[config.mk]
export PLATFORM = sky130hd
export DESIGN_NAME = ram_burst_reader
export DESIGN_NICKNAME = d
export VERILOG_FILES = /design/src/rtl/ram_burst_reader.sv
export SDC_FILE = /design/constraint.sdc
export NUM_CORES = 1
export LEC_CHECK = 0
export CORE_MARGIN = 2
export CORE_UTILIZATION = 25
export CTS_CLUSTER_SIZE = 20
export DETAILED_ROUTE_END_ITERATION = 7
export SETUP_SLACK_MARGIN = 0.02
export SLEW_MARGIN = 5
export SYNTH_ARGS = -nofsm -noshare
export SYNTH_HDL_FRONTEND = slang
export SYNTH_SLANG_ARGS = --single-unit
[constraint.sdc]
create_clock -name clk -period 3.8 [get_ports clk]
set_input_delay 0.57 -clock clk [delete_from_list [all_inputs] [get_ports clk]]
set_output_delay 0.57 -clock clk [all_outputs]
set_load 0.01 [all_outputs]
[src/rtl/ram_burst_reader.sv]
// ram_burst_reader: burst read master for the RAM read port.
// Credit-limited issue into a 3-entry stream buffer.
module ram_burst_reader #(
  parameter int DEPTH  = 32,
  parameter int AWIDTH = $clog2(DEPTH),
  parameter int DWIDTH = 8,
  parameter int LWIDTH = AWIDTH + 1
) (
  input  logic              clk,
  input  logic              rst_n,
  input  logic              start,
  input  logic [AWIDTH-1:0] base_addr,
  input  logic [LWIDTH-1:0] length,
  output logic              busy,
  output logic              done,
  output logic              renable,
  output logic [AWIDTH-1:0] raddr,
  input  logic [DWIDTH-1:0] rdata,
  output logic [DWIDTH-1:0] m_data,
  output logic              m_valid,
  input  logic              m_ready,
  output logic              m_last
);

  typedef enum logic [1:0] {IDLE, READ, DRAIN} state_e;

  state_e            state_q, state_d;
  logic [AWIDTH-1:0] addr_q, addr_d;
  logic [AWIDTH-1:0] raddr_q, raddr_d;
  logic [LWIDTH-1:0] rem_q, rem_d;
  logic              ren_q, ren_d;
  logic              rlast_q, rlast_d;
  logic              inf_q, ilast_q;
  logic              done_q, done_d;

  logic [DWIDTH-1:0] bdat_q [0:2];
  logic              blast_q [0:2];
  logic [1:0]        wp_q, rp_q, occ_q;
  logic [1:0]        occ_n;
  logic              push, pop;

  function automatic logic [AWIDTH-1:0] inc(
    input logic [AWIDTH-1:0] a
  );
    if (a == AWIDTH'(DEPTH - 1)) return '0;
    return a + 1'b1;
  endfunction

  assign busy    = (state_q != IDLE);
  assign done    = done_q;
  assign renable = ren_q;
  assign raddr   = raddr_q;
  assign m_valid = (occ_q != 2'd0);
  assign m_data  = bdat_q[rp_q];
  assign m_last  = m_valid & blast_q[rp_q];

  assign push  = inf_q;
  assign pop   = m_valid & m_ready;
  assign occ_n = occ_q + 2'(push) - 2'(pop);

  // Next-state: issue decision for next cycle uses post-edge occupancy
  always_comb begin
    state_d = state_q;
    addr_d  = addr_q;
    raddr_d = raddr_q;
    rem_d   = rem_q;
    ren_d   = 1'b0;
    rlast_d = 1'b0;
    done_d  = 1'b0;
    unique case (state_q)
      IDLE: begin
        if (start) begin
          if (length == '0) begin
            done_d = 1'b1;
          end else begin
            ren_d   = 1'b1;
            raddr_d = base_addr;
            addr_d  = inc(base_addr);
            rem_d   = length - 1'b1;
            rlast_d = (length == LWIDTH'(1));
            state_d = (length == LWIDTH'(1)) ? DRAIN : READ;
          end
        end
      end
      READ: begin
        if ({1'b0, occ_n} + {2'b0, ren_q} < 3'd3) begin
          ren_d   = 1'b1;
          raddr_d = addr_q;
          addr_d  = inc(addr_q);
          rem_d   = rem_q - 1'b1;
          rlast_d = (rem_q == LWIDTH'(1));
          if (rem_q == LWIDTH'(1)) state_d = DRAIN;
        end
      end
      DRAIN: begin
        if (pop && m_last) begin
          state_d = IDLE;
          done_d  = 1'b1;
        end
      end
      default: state_d = IDLE;
    endcase
  end

  // Control registers and read pipeline tags
  always_ff @(posedge clk or negedge rst_n) begin
    if (!rst_n) begin
      state_q <= IDLE;
      addr_q  <= '0;
      raddr_q <= '0;
      rem_q   <= '0;
      ren_q   <= 1'b0;
      rlast_q <= 1'b0;
      inf_q   <= 1'b0;
      ilast_q <= 1'b0;
      done_q  <= 1'b0;
    end else begin
      state_q <= state_d;
      addr_q  <= addr_d;
      raddr_q <= raddr_d;
      rem_q   <= rem_d;
      ren_q   <= ren_d;
      rlast_q <= rlast_d;
      inf_q   <= ren_q;
      ilast_q <= rlast_q;
      done_q  <= done_d;
    end
  end

  // Output buffer: push returning read data, pop on handshake
  always_ff @(posedge clk or negedge rst_n) begin
    if (!rst_n) begin
      for (int i = 0; i < 3; i++) begin
        bdat_q[i]  <= '0;
        blast_q[i] <= 1'b0;
      end
      wp_q  <= '0;
      rp_q  <= '0;
      occ_q <= '0;
    end else begin
      occ_q <= occ_n;
      if (push) begin
        bdat_q[wp_q]  <= rdata;
        blast_q[wp_q] <= ilast_q;
        wp_q <= (wp_q == 2'd2) ? 2'd0 : wp_q + 2'd1;
      end
      if (pop) begin
        rp_q <= (rp_q == 2'd2) ? 2'd0 : rp_q + 2'd1;
      end
    end
  end

endmodule

==> flow_metrics.env, run 1 <==
export IMPL_synth_commonest_cells="dfrtp_1 (56), nand2_1 (32), mux2_2 (29)"
export IMPL_yosysTopAreaCell="dfrtp_1"
export IMPL_vias=2115
export IMPL_synth_most_common_cell="dfrtp_1"
export IMPL_diodes=0
export IMPL_hpwl_um=4766
export IMPL_period_share=0.8782
export IMPL_fp_dieH_um=113.3
export IMPL_hold_path_class="in -> async"
export IMPL_async_reset_ff_frac=1.000
export IMPL_finalNonFillerCells=457
export IMPL_endpoint_kind="register"
export IMPL_grt_util_all_layers=0.1059
export IMPL_via_per_inst=4.628
export IMPL_crit_path_max_fanout=12
export IMPL_area_growth_pct=23.71
export IMPL_cts_made_buffers=5
export IMPL_die_width_um=113.3
export IMPL_regArea_sq_um=1401
export IMPL_timing_final_ws_setup_ps=462.9
export IMPL_yosysWarningCount=0
export IMPL_numClockSinks=56
export IMPL_cts_tree="yes"
export IMPL_cp_arrival_ps=3510
export IMPL_grt_pass1_wl_um=11090
export IMPL_timing_critical_path_buf_inv=3
export IMPL_drive_above_1_share=0.1752
export IMPL_num_rows=39
export IMPL_dpl_cell_area_sq_um=3542
export IMPL_setup_viol=0
export IMPL_yosys_top_cells_area="dfrtp_1 (47%), mux2_2 (11%), ha_1 (5.4%), mux2i_1 (4.0%), nand2_1 (4.0%)"
export IMPL_multi_input_area_sq_um=1484
export IMPL_syn_nets=308
export IMPL_start_kind="register"
export IMPL_netlist_area_sq_um=2987
export IMPL_clkTransAtPathRegs_ps=70
export IMPL_io_buffers=40
export IMPL_fillers=1201
export IMPL_hold_viol=0
export IMPL_crit_path_frequent_cell="ha_1"
export IMPL_rsz0062_at_grt="false"
export IMPL_synth_cells=272
export IMPL_relSlewSlack=0.4216
export IMPL_htreeDepth=2
export IMPL_status="completed"
export IMPL_cts_resized=0
export IMPL_start_util=0.2593
export IMPL_ant_nets=0
export IMPL_finalNetCount=349
export IMPL_timing_fmax_ghz=0.2997
export IMPL_finalCriticalPeriod_ps=3337
export IMPL_antenna_found_initial=0
export IMPL_worst_setup_path_type="reg -> reg"
export IMPL_grt_pass1_vias=2224
export IMPL_finalMaxSlewViolations=0
export IMPL_finalSetupTns_ps=0
export IMPL_dr_first_iter_drc_count=93
export IMPL_cp_cell_sequence="or2_2, nand2_1, inv_1, ha_1, inv_1, ha_1, xnor2_1, xnor2_1, ha_1, a21oi_1, and2_1, o21ai_4, inv_2, mux2_2"
export IMPL_design_core_area_sq_um=11520
export IMPL_placedCellCount=449
export IMPL_synth_top_area_share=0.4692
export IMPL_cts_setup_buffers=0
export IMPL_final_area_sq_um=3695
export IMPL_cts_root_buf="clkbuf_16"
export IMPL_irDropWorstVdd_mv=0.3994
export IMPL_finClkSkew_ps=4.852
export IMPL_whs_ps=258.1
export IMPL_grt_max_degree=34
export IMPL_drc=0
export IMPL_die_area_sq_um=12840
export IMPL_cpPeakStageDelay_ps=380
export IMPL_io_pins=41
export IMPL_grt_ovfl_total=0
export IMPL_wl_um=6457
export IMPL_cp_required_ps=3970
export IMPL_leakagePower_nw=1.624
export IMPL_yosysSeqAreaShare=0.4692
export IMPL_power_density_nw_per_um2=950.8
export IMPL_synth_seq_cells=56
export IMPL_ys_types=48
export IMPL_gp_congestion=0.8050
export IMPL_synth_edff_count=0
export IMPL_crit_path_top_delay_cell="mux2_2"
export IMPL_clk_latency_ps=290
export IMPL_ys_flop_type="dfrtp_1"
export IMPL_first_pass_iters=4
export IMPL_path_delay_family="simple AND/OR/NAND/NOR gates"
export IMPL_hold_buffers=0
export IMPL_post_place_ws_ps=133.9
export IMPL_clockBufferDepth=2
export IMPL_cap_violations=0
export IMPL_avgSynthCellArea_sq_um=10.98
export IMPL_worst_pin_slew_ps=865.8
export IMPL_wl_per_cell_um=14.13
cells by family (layout without fill, tap and decap cells):
logic type | Yosys count | in the layout | synth area share
adder cells (fa/ha/maj) | 13 | 13 | 0.05446
AND/OR/NAND/NOR | 76 | 76 | 0.1311
XOR/XNOR | 7 | 7 | 0.02053
AO/OA/AOI/OAI | 48 | 48 | 0.1110
buffers and inverters | 25 | 67 | 0.03393
flip-flops | 56 | 56 | 0.4692
multiplexers | 47 | 47 | 0.1797
layout make-up:
cell class,count,area share
Multi-Input combinational cell,191,0.4016
Inverter,16,0.01625
Tap cell,143,0.04843
Timing Repair Buffer,43,0.1131
Clock buffer,6,0.03759
Clock inverter,2,0.003725
Sequential cell,56,0.3793
flip-flops by register name (all words and copies together) (netlist names), 2 cells and up:
register,flops
state_q,2
wp_q,2
addr_q,5
bdat_q,24
raddr,5
rem_q,6
blast_q,3
occ_q,2
rp_q,2
placed cells by master, fill, tap and decap left out, types with 3 or more instances in the layout:
| cell | synthesis | routed |
|---|---|---|
| a21oi_1 | 8 | 8 |
| ha_1 | 13 | 13 |
| o2bb2ai_1 | 4 | 4 |
| mux2i_1 | 12 | 12 |
| clkbuf_16 | 0 | 5 |
| dfrtp_1 | 56 | 56 |
| o21ai_0 | 15 | 15 |
| nor3_1 | 5 | 5 |
| nand2b_1 | 4 | 4 |
| nand2_1 | 32 | 32 |
| clkdlybuf4s50_1 | 0 | 39 |
| mux2_4 | 6 | 6 |
| xnor2_1 | 5 | 5 |
| buf_4 | 0 | 3 |
| nand3_1 | 7 | 7 |
| nor2_1 | 8 | 8 |
| inv_1 | 15 | 15 |
| and3_1 | 3 | 3 |
| nor2b_1 | 3 | 3 |
| mux2_2 | 29 | 29 |
report_power, final:
| part | leakage, nW | switching [W] | internal (W) | total, W |
|---|---|---|---|---|
| Clock | 0.0772 | 0.000206 | 0.000264 | 0.000469 |
| Combinational | 0.871 | 0.000864 | 0.00106 | 0.00192 |
| Sequential | 0.676 | 0.000233 | 0.000889 | 0.00112 |
per-stage QoR:
stage | util | total power, W
after detailed placement | 0.3076 | 0.003089
final | 0.3208 | 0.003513
after global routing | 0.3208 | 0.003841
after floorplan | - | 0.002516
after global placement | 0.3076 | 0.003022
after CTS | 0.3208 | 0.003565
path summary, 6_finish.rpt:
| check | slack, ps | depth (start not counted) | to | from |
|---|---|---|---|---|
| worst max-delay path | 460 | 14 | addr_q[4]$_DFFE_PN0P_ | occ_q[0]$_DFF_PN0_ |
| worst min-delay path | 260 | 1 | bdat_q[5]$_DFFE_PN0P_ | rst_n |
| worst max register to register | 460 | 14 | addr_q[4]$_DFFE_PN0P_ | occ_q[0]$_DFF_PN0_ |
| worst min register to register | 370 | 0 | ilast_q$_DFF_PN0_ | rlast_q$_DFF_PN0_ |
| max in group asynchronous | 2720 | 2 | state_q[0]$_DFFE_PN0P_ | rst_n |
| min in group clk | 370 | 0 | ilast_q$_DFF_PN0_ | rlast_q$_DFF_PN0_ |
layer usage:
metal	GRT usage	routed length, um
met1	0.1455	3169
met2	0.1768	3044
met3	0.02196	225
met5	0	0
met4	0.01463	17
Note: power is estimated with default switching activity, not from simulation.
==> run 2, diff against run 1 <==
--- a/config.mk
+++ b/config.mk
@@ -9,6 +9,7 @@
 export CORE_UTILIZATION = 25
 export CTS_CLUSTER_SIZE = 20
 export DETAILED_ROUTE_END_ITERATION = 7
+export GPL_ROUTABILITY_DRIVEN = 0
 export SETUP_SLACK_MARGIN = 0.02
 export SLEW_MARGIN = 5
 export SYNTH_ARGS = -nofsm -noshare
==> constraint.sdc (replaced) <==
create_clock -name clk -period 3 [get_ports clk]
set_input_delay 0.45 -clock clk [delete_from_list [all_inputs] [get_ports clk]]
set_output_delay 0.45 -clock clk [all_outputs]
set_load 0.01 [all_outputs]
==> flow_metrics.env, run 2 (same netlist as run 1, synthesis figures left out) <==
export IMPL_hold_viol=0
export IMPL_crit_path_top_delay_cell="dfrtp_1"
export IMPL_numClockSinks=56
export IMPL_area_growth_pct=28.91
export IMPL_finalCoreUtilization=0.3343
export IMPL_finClkSkew_ps=4.987
export IMPL_endpoint_kind="register"
export IMPL_cts_made_buffers=5
export IMPL_die_width_um=113.3
export IMPL_top_register="bdat_q"
export IMPL_hold_path_class="reg -> reg"
export IMPL_grt_pass1_vias=2286
export IMPL_clkTransAtPathRegs_ps=80
export IMPL_timing_fmax_ghz=0.3518
export IMPL_cap_violations=0
export IMPL_cp_required_ps=3180
export IMPL_setup_viol=0
export IMPL_start_util=0.2593
export IMPL_top_regs="bdat_q: 24 flops, rem_q: 6 flops"
export IMPL_relSlewSlack=0.4029
export IMPL_rr_endpoint="raddr[4]$_DFFE_PN0P_"
export IMPL_diodes=0
export IMPL_cts_root_buf="clkbuf_16"
export IMPL_hold_path_depth=0
export IMPL_cp_arrival_ps=3030
export IMPL_status="completed"
export IMPL_worstReg2RegStart="occ_q[1]$_DFF_PN0_"
export IMPL_worst_setup_path_type="reg -> reg"
export IMPL_grt_max_degree=29
export IMPL_p_seq_frac=0.287
export IMPL_first_pass_iters=5
export IMPL_cp_cell_sequence="or2_4, nand2_4, inv_2, ha_4, inv_1, ha_2, xnor2_2, xnor2_2, ha_1, a21oi_2, and2_4, o21ai_4, inv_6, mux2_2"
export IMPL_final_cell_mix="dfrtp_1 (56), clkdlybuf4s50_1 (39), nand2_1 (31)"
export IMPL_grt_ovfl_total=0
export IMPL_num_rows=39
export IMPL_multi_input_area_sq_um=1530
export IMPL_fillers=1170
export IMPL_finalCriticalPeriod_ps=2843
export IMPL_clockBufferDepth=2
export IMPL_vias=2198
export IMPL_p_total_w=0.004891
export IMPL_period_share=0.9475
export IMPL_dpl_cell_area_sq_um=3628
export IMPL_grt_util_all_layers=0.1087
export IMPL_io_pins=41
export IMPL_final_area_sq_um=3850
export IMPL_r2r_slack_ps=160
export IMPL_crit_path_frequent_cell="xnor2_2"
export IMPL_cellInternalPower_w=0.003081
export IMPL_io_buffers=40
export IMPL_drive_above_1_share=0.2294
export IMPL_fp_dieH_um=113.3
export IMPL_irDropWorstVdd_mv=0.4064
export IMPL_min_to="ilast_q$_DFF_PN0_"
export IMPL_dr_first_iter_drc_count=136
export IMPL_htreeDepth=2
export IMPL_switchingPower_w=0.001810
export IMPL_worstHoldStart="rlast_q$_DFF_PN0_"
export IMPL_rsz0062_at_grt="false"
export IMPL_largest_reg_flops=24
export IMPL_ant_nets=0
export IMPL_start_kind="register"
export IMPL_layout_commonest_cell="dfrtp_1"
export IMPL_leakagePower_nw=1.695
export IMPL_timing_critical_path_buf_inv=3
export IMPL_reg2regPathDepth=14
export IMPL_wl_um=6751
export IMPL_wl_per_cell_um=14.36
export IMPL_p_clk_frac=0.123
export IMPL_finalMaxSlewViolations=0
export IMPL_crit_path_max_fanout=9
export IMPL_antenna_found_initial=0
export IMPL_grt_pass1_wl_um=11160
export IMPL_clk_latency_ps=290
export IMPL_switching_share=0.3701
export IMPL_regArea_sq_um=1401
export IMPL_whs_ps=355.4
export IMPL_drc=0
export IMPL_die_area_sq_um=12840
export IMPL_cts_tree="yes"
export IMPL_via_per_inst=4.677
export IMPL_path_delay_family="adder cells"
export IMPL_cpPeakStageDelay_ps=380
export IMPL_combPwrFrac=0.590
export IMPL_finalNetCount=362
export IMPL_power_density_nw_per_um2=1270
export IMPL_design_core_area_sq_um=11520
export IMPL_timing_final_ws_setup_ps=157.4
export IMPL_worst_pin_slew_ps=890.8
export IMPL_post_place_ws_ps=-282.3
export IMPL_hpwl_um=4921
-- run 2: cell count changes in the layout (fill, tap and decap cells not counted), sizes merged --
cell         before  now
buf               4   16
clkbuf            6    5
clkinvlp          0    1
dlygate4sd3       0    1
-- run 2: area by class of cell --
cell class / instances / area share
sequential: 56 / 0.3640
multi-input combinational: 191 / 0.3975
tap: 143 / 0.04647
inverter: 16 / 0.01690
timing repair buffer: 56 / 0.1355
clock inverter: 3 / 0.007150
clock buffer: 5 / 0.03250
-- run 2: power groups by stage --
stage	Clock, W	Combinational (W)	Sequential (W)
after floorplan	0	0.00193	0.00133
after global placement	0	0.00269	0.00140
after detailed placement	0	0.00276	0.00142
after CTS	0.000629	0.00279	0.00141
after global routing	0.000658	0.00318	0.00145
final	0.000601	0.00289	0.00140
-- run 2: metrics by stage --
step	TNS, ps	std cells
finish	0	470
global route	0	470
CTS	0	468
detailed placement	-2857	459
global placement	-1571	459
floorplan	0	272
-- run 2: worst max-delay path by stage --
stage                                  start               endpoint  slack (ps)  cells after the start
after global placement               m_ready   raddr[4]$_DFFE_PN0P_        -190                     14
final                     occ_q[1]$_DFF_PN0_   raddr[4]$_DFFE_PN0P_         160                     14
after global routing      occ_q[1]$_DFF_PN0_   rem_q[5]$_DFFE_PN0P_          20                     14
after CTS                 occ_q[0]$_DFF_PN0_   raddr[4]$_DFFE_PN0P_          60                     14
after detailed placement             m_ready   raddr[4]$_DFFE_PN0P_        -280                     14
after floorplan           occ_q[0]$_DFF_PN0_  addr_q[0]$_DFFE_PN0P_          70                     15
-- run 2: per-layer routing --
layer | vias to the layer above | share of wire | track usage
met5 | - | 0 | 0
met4 | 0 | 0.0076 | 0.02195
met1 | 1069 | 0.47 | 0.1385
met2 | 51 | 0.48 | 0.1852
li1 | 1073 | - | -
met3 | 5 | 0.035 | 0.03053
-- run 2: timing repair --
action	CTS	global route
buffers inserted	0	2
hold buffers	1	0
gates resized for setup	1	8
pin swaps	0	8
hold endpoints to repair	3	0
setup endpoints to repair	7	10
==> edit: new RTL, flow settings as in run 2 <==
`addr_q` no longer has a reset.
--- a/src/rtl/ram_burst_reader.sv
+++ b/src/rtl/ram_burst_reader.sv
@@ -106,7 +106,6 @@
   always_ff @(posedge clk or negedge rst_n) begin
     if (!rst_n) begin
       state_q <= IDLE;
-      addr_q  <= '0;
       raddr_q <= '0;
       rem_q   <= '0;
       ren_q   <= 1'b0;
@@ -116,7 +115,6 @@
       done_q  <= 1'b0;
     end else begin
       state_q <= state_d;
-      addr_q  <= addr_d;
       raddr_q <= raddr_d;
       rem_q   <= rem_d;
       ren_q   <= ren_d;
@@ -125,6 +123,10 @@
       ilast_q <= rlast_q;
       done_q  <= done_d;
     end
+  end
+
+  always_ff @(posedge clk) begin
+    addr_q <= addr_d;
   end
 
   // Output buffer: push returning read data, pop on handshake
Function: no difference found for any inputs over 10 cycles, from zero or initial values and one cycle with rst_n low; that may be too few to reach the edited logic, so the function may still have changed.
==> edit against run 2 <==
Combinational power fell by 12%; first-iteration DRC count fell by 38%; total power fell by 6.3%; synthesized cell count fell by 3.7%; synthesized area fell by 3.4%; final cell count fell by 2.8%; design area fell by 3.5%; critical path depth did not move; routed wire length fell by 6.6%; sequential cell count did not move; setup slack got worse by 0.017 ns; critical endpoint is now rem_q[5]$_DFFE_PN0P_; largest cell class is now registers; highest routed layer unchanged.
==> edit: results (changes against run 2) <==
* Status: completed
* Static Leakage at 0.00158 uW (-7.1%)
* Drt wl/cell at 13.8 um (-4.0%)
* Clk_lat worst skew at 0.29 ns (about the same)
* First-pass GRT wire length at 10,400 um (-6.7%)
* Post-synthesis sequential area ratio at 0.494 (+0.0249)
* Layout cells sized above 1 at 0.201 (-0.0287)
* Switching Fraction at 0.378 (+0.00745)
* Clock Tree Root: clkbuf_16
* DRT Pass-1 Iters at 4 (-1)
* Gr usage total at 0.103 (-0.00558)
* Synthesis Warnings at 0 (unchanged)
* Clock skew at 0.00698 ns (+0.00200 ns)
* Post-synthesis area per instance at 11.0 um2 (+0.34%)
* Syn_nets at 298 (-3.2%)
* Crit-path max FO at 6 (-3)
* Worst Tran Pin Value at 0.855 ns (-0.0355 ns)
* Mux share of post-synthesis cell area at 0.140 (-0.0397)
* Largest net degree at the start of global routing at 22 (-24%)
* EDFF count, synth at 5 (+5)
* Hold crit path type: in2async
* Initial antenna violation count at 0 (unchanged)
* Nets at 349 (-3.6%)
* Finished Layout Cells at 457 (-2.8%)
* Synth Area in XOR/XNOR at 0.0273 (+0.00678)
* Synth Area in Adders at 0.0564 (+0.00189)
* Clock slew at reported path FFs at 0.08 ns (about the same)
* N_diodes at 0 (unchanged)
* CTS HTree Levels at 2 (unchanged)
* Top post-synthesis cells by area: dfrtp_1 (44%), mux2_2 (11%), ha_1 (5.6%)
* Worst vdd ir at 0.000484 V (+19%)
* DR vias/cell at 4.66 (-0.34%)
* # setup viols final at 0 (unchanged)
* Commonest cells post-synth: dfrtp_1 (51), nand2_1 (30), mux2_2 (27)
* Largest registers: bdat_q x24, rem_q x6
* TritonCTS buffer count at 5 (unchanged)
* IO buf count at 40 (unchanged)
* Post-DP HPWL at 4740 um (-3.7%)
* Vias in the first global route at 2,130 (-6.8%)
* Async S/R FF share, synth at 0.911 (-0.0893)
* Worst path arrival time at 3.04 ns (about the same)
* Max clock buf depth at 2 (unchanged)
* Area fraction in compound gates after synthesis at 0.114 (+0.00255)
* Synth unique cells at 50 (+4.2%)
* Placed instance count at 448 (-2.4%)
* 1st-iter DRT viols at 84 (-38%)
==> edit: changes by cell type after synthesis, moves of 4 or more <==
cell / run 2 / this run
a31oi_1: 0 / 5
dfrtp_1: 56 / 51
edfxtp_1: 0 / 5
mux2_4: 6 / 0
nand2b_1: 4 / 0
nor3_1: 5 / 10
or3_1: 1 / 5
==> edit: power by group through the flow <==
stage | combinational [uW] | sequential, uW | clock, uW
floorplan | 1540 | 1400 | 0
global placement | 2270 | 1460 | 0
detailed placement | 2330 | 1470 | 0
CTS | 2330 | 1460 | 615
global route | 2790 | 1500 | 644
finish | 2530 | 1460 | 600
==> edit: timing repair <==
item,4_1_cts,5_1_grt
setup endpoints to repair,0,20
gates resized for setup,0,6
buffers inserted,0,1
hold buffers,0,0
==> edit: cell families (layout without fill, tap and decap cells) <==
family / Yosys count / after routing
compound gates: 50 / 50
flops: 56 / 56
buf+inv: 22 / 74
simple gates: 75 / 75
fa+ha+maj: 13 / 13
xor+xnor: 9 / 9
mux: 37 / 37
==> edit: metrics by stage <==
stage | worst slack [ns] | instance area [um2]
6_report | 0.141 | 3720
5_1_grt | 0.0212 | 3720
4_1_cts | 0.0307 | 3670
3_5_place_dp | -0.206 | 3510
2_1_floorplan | 0.0938 | 2890
3_3_place_gp | -0.167 | 3510
==> edit: cell type report <==
type | instances | area, um2
flip-flops and latches | 56 | 1430
repair buffers | 54 | 500
clock buffers | 5 | 125
well taps | 143 | 179
fillers | 1185 | 7600
multi-input cells | 184 | 1410
clock inverters | 3 | 27.5
inverters | 12 | 45.0
==> edit: metal layers <==
layer  wire length (um)  GRT usage
met1               2990      0.141
met2               2980      0.163
met3                286     0.0272
met4                 48     0.0263
met5                  0          0
==> edit: critical path, stage by stage, from the launching register on <==
cell     delay [ns]
dfrtp_1        0.38
or2_4          0.26
nand2_2        0.07
inv_1          0.05
ha_1           0.26
inv_1          0.04
ha_1           0.19
xnor2_2        0.15
xnor2_2        0.16
ha_4           0.29
a21oi_4        0.07
and2_4         0.17
or2_1          0.23
buf_4          0.16
o221a_2        0.26
==> edit: worst paths after layout <==
| check | from | to | slack (ns) | cells past startpoint |
|---|---|---|---|---|
| min in group clk | rlast_q$_DFF_PN0_ | ilast_q$_DFF_PN0_ | 0.35 | 0 |
| setup reg to reg | occ_q[0]$_DFF_PN0_ | rem_q[5]$_DFFE_PN0P_ | 0.14 | 14 |
| hold / removal | rst_n | bdat_q[14]$_DFFE_PN0P_ | 0.11 | 1 |
| max in group asynchronous | rst_n | inf_q$_DFF_PN0_ | 2.23 | 2 |
| hold reg to reg | rlast_q$_DFF_PN0_ | ilast_q$_DFF_PN0_ | 0.35 | 0 |
| setup / recovery | occ_q[0]$_DFF_PN0_ | rem_q[5]$_DFFE_PN0P_ | 0.14 | 14 |
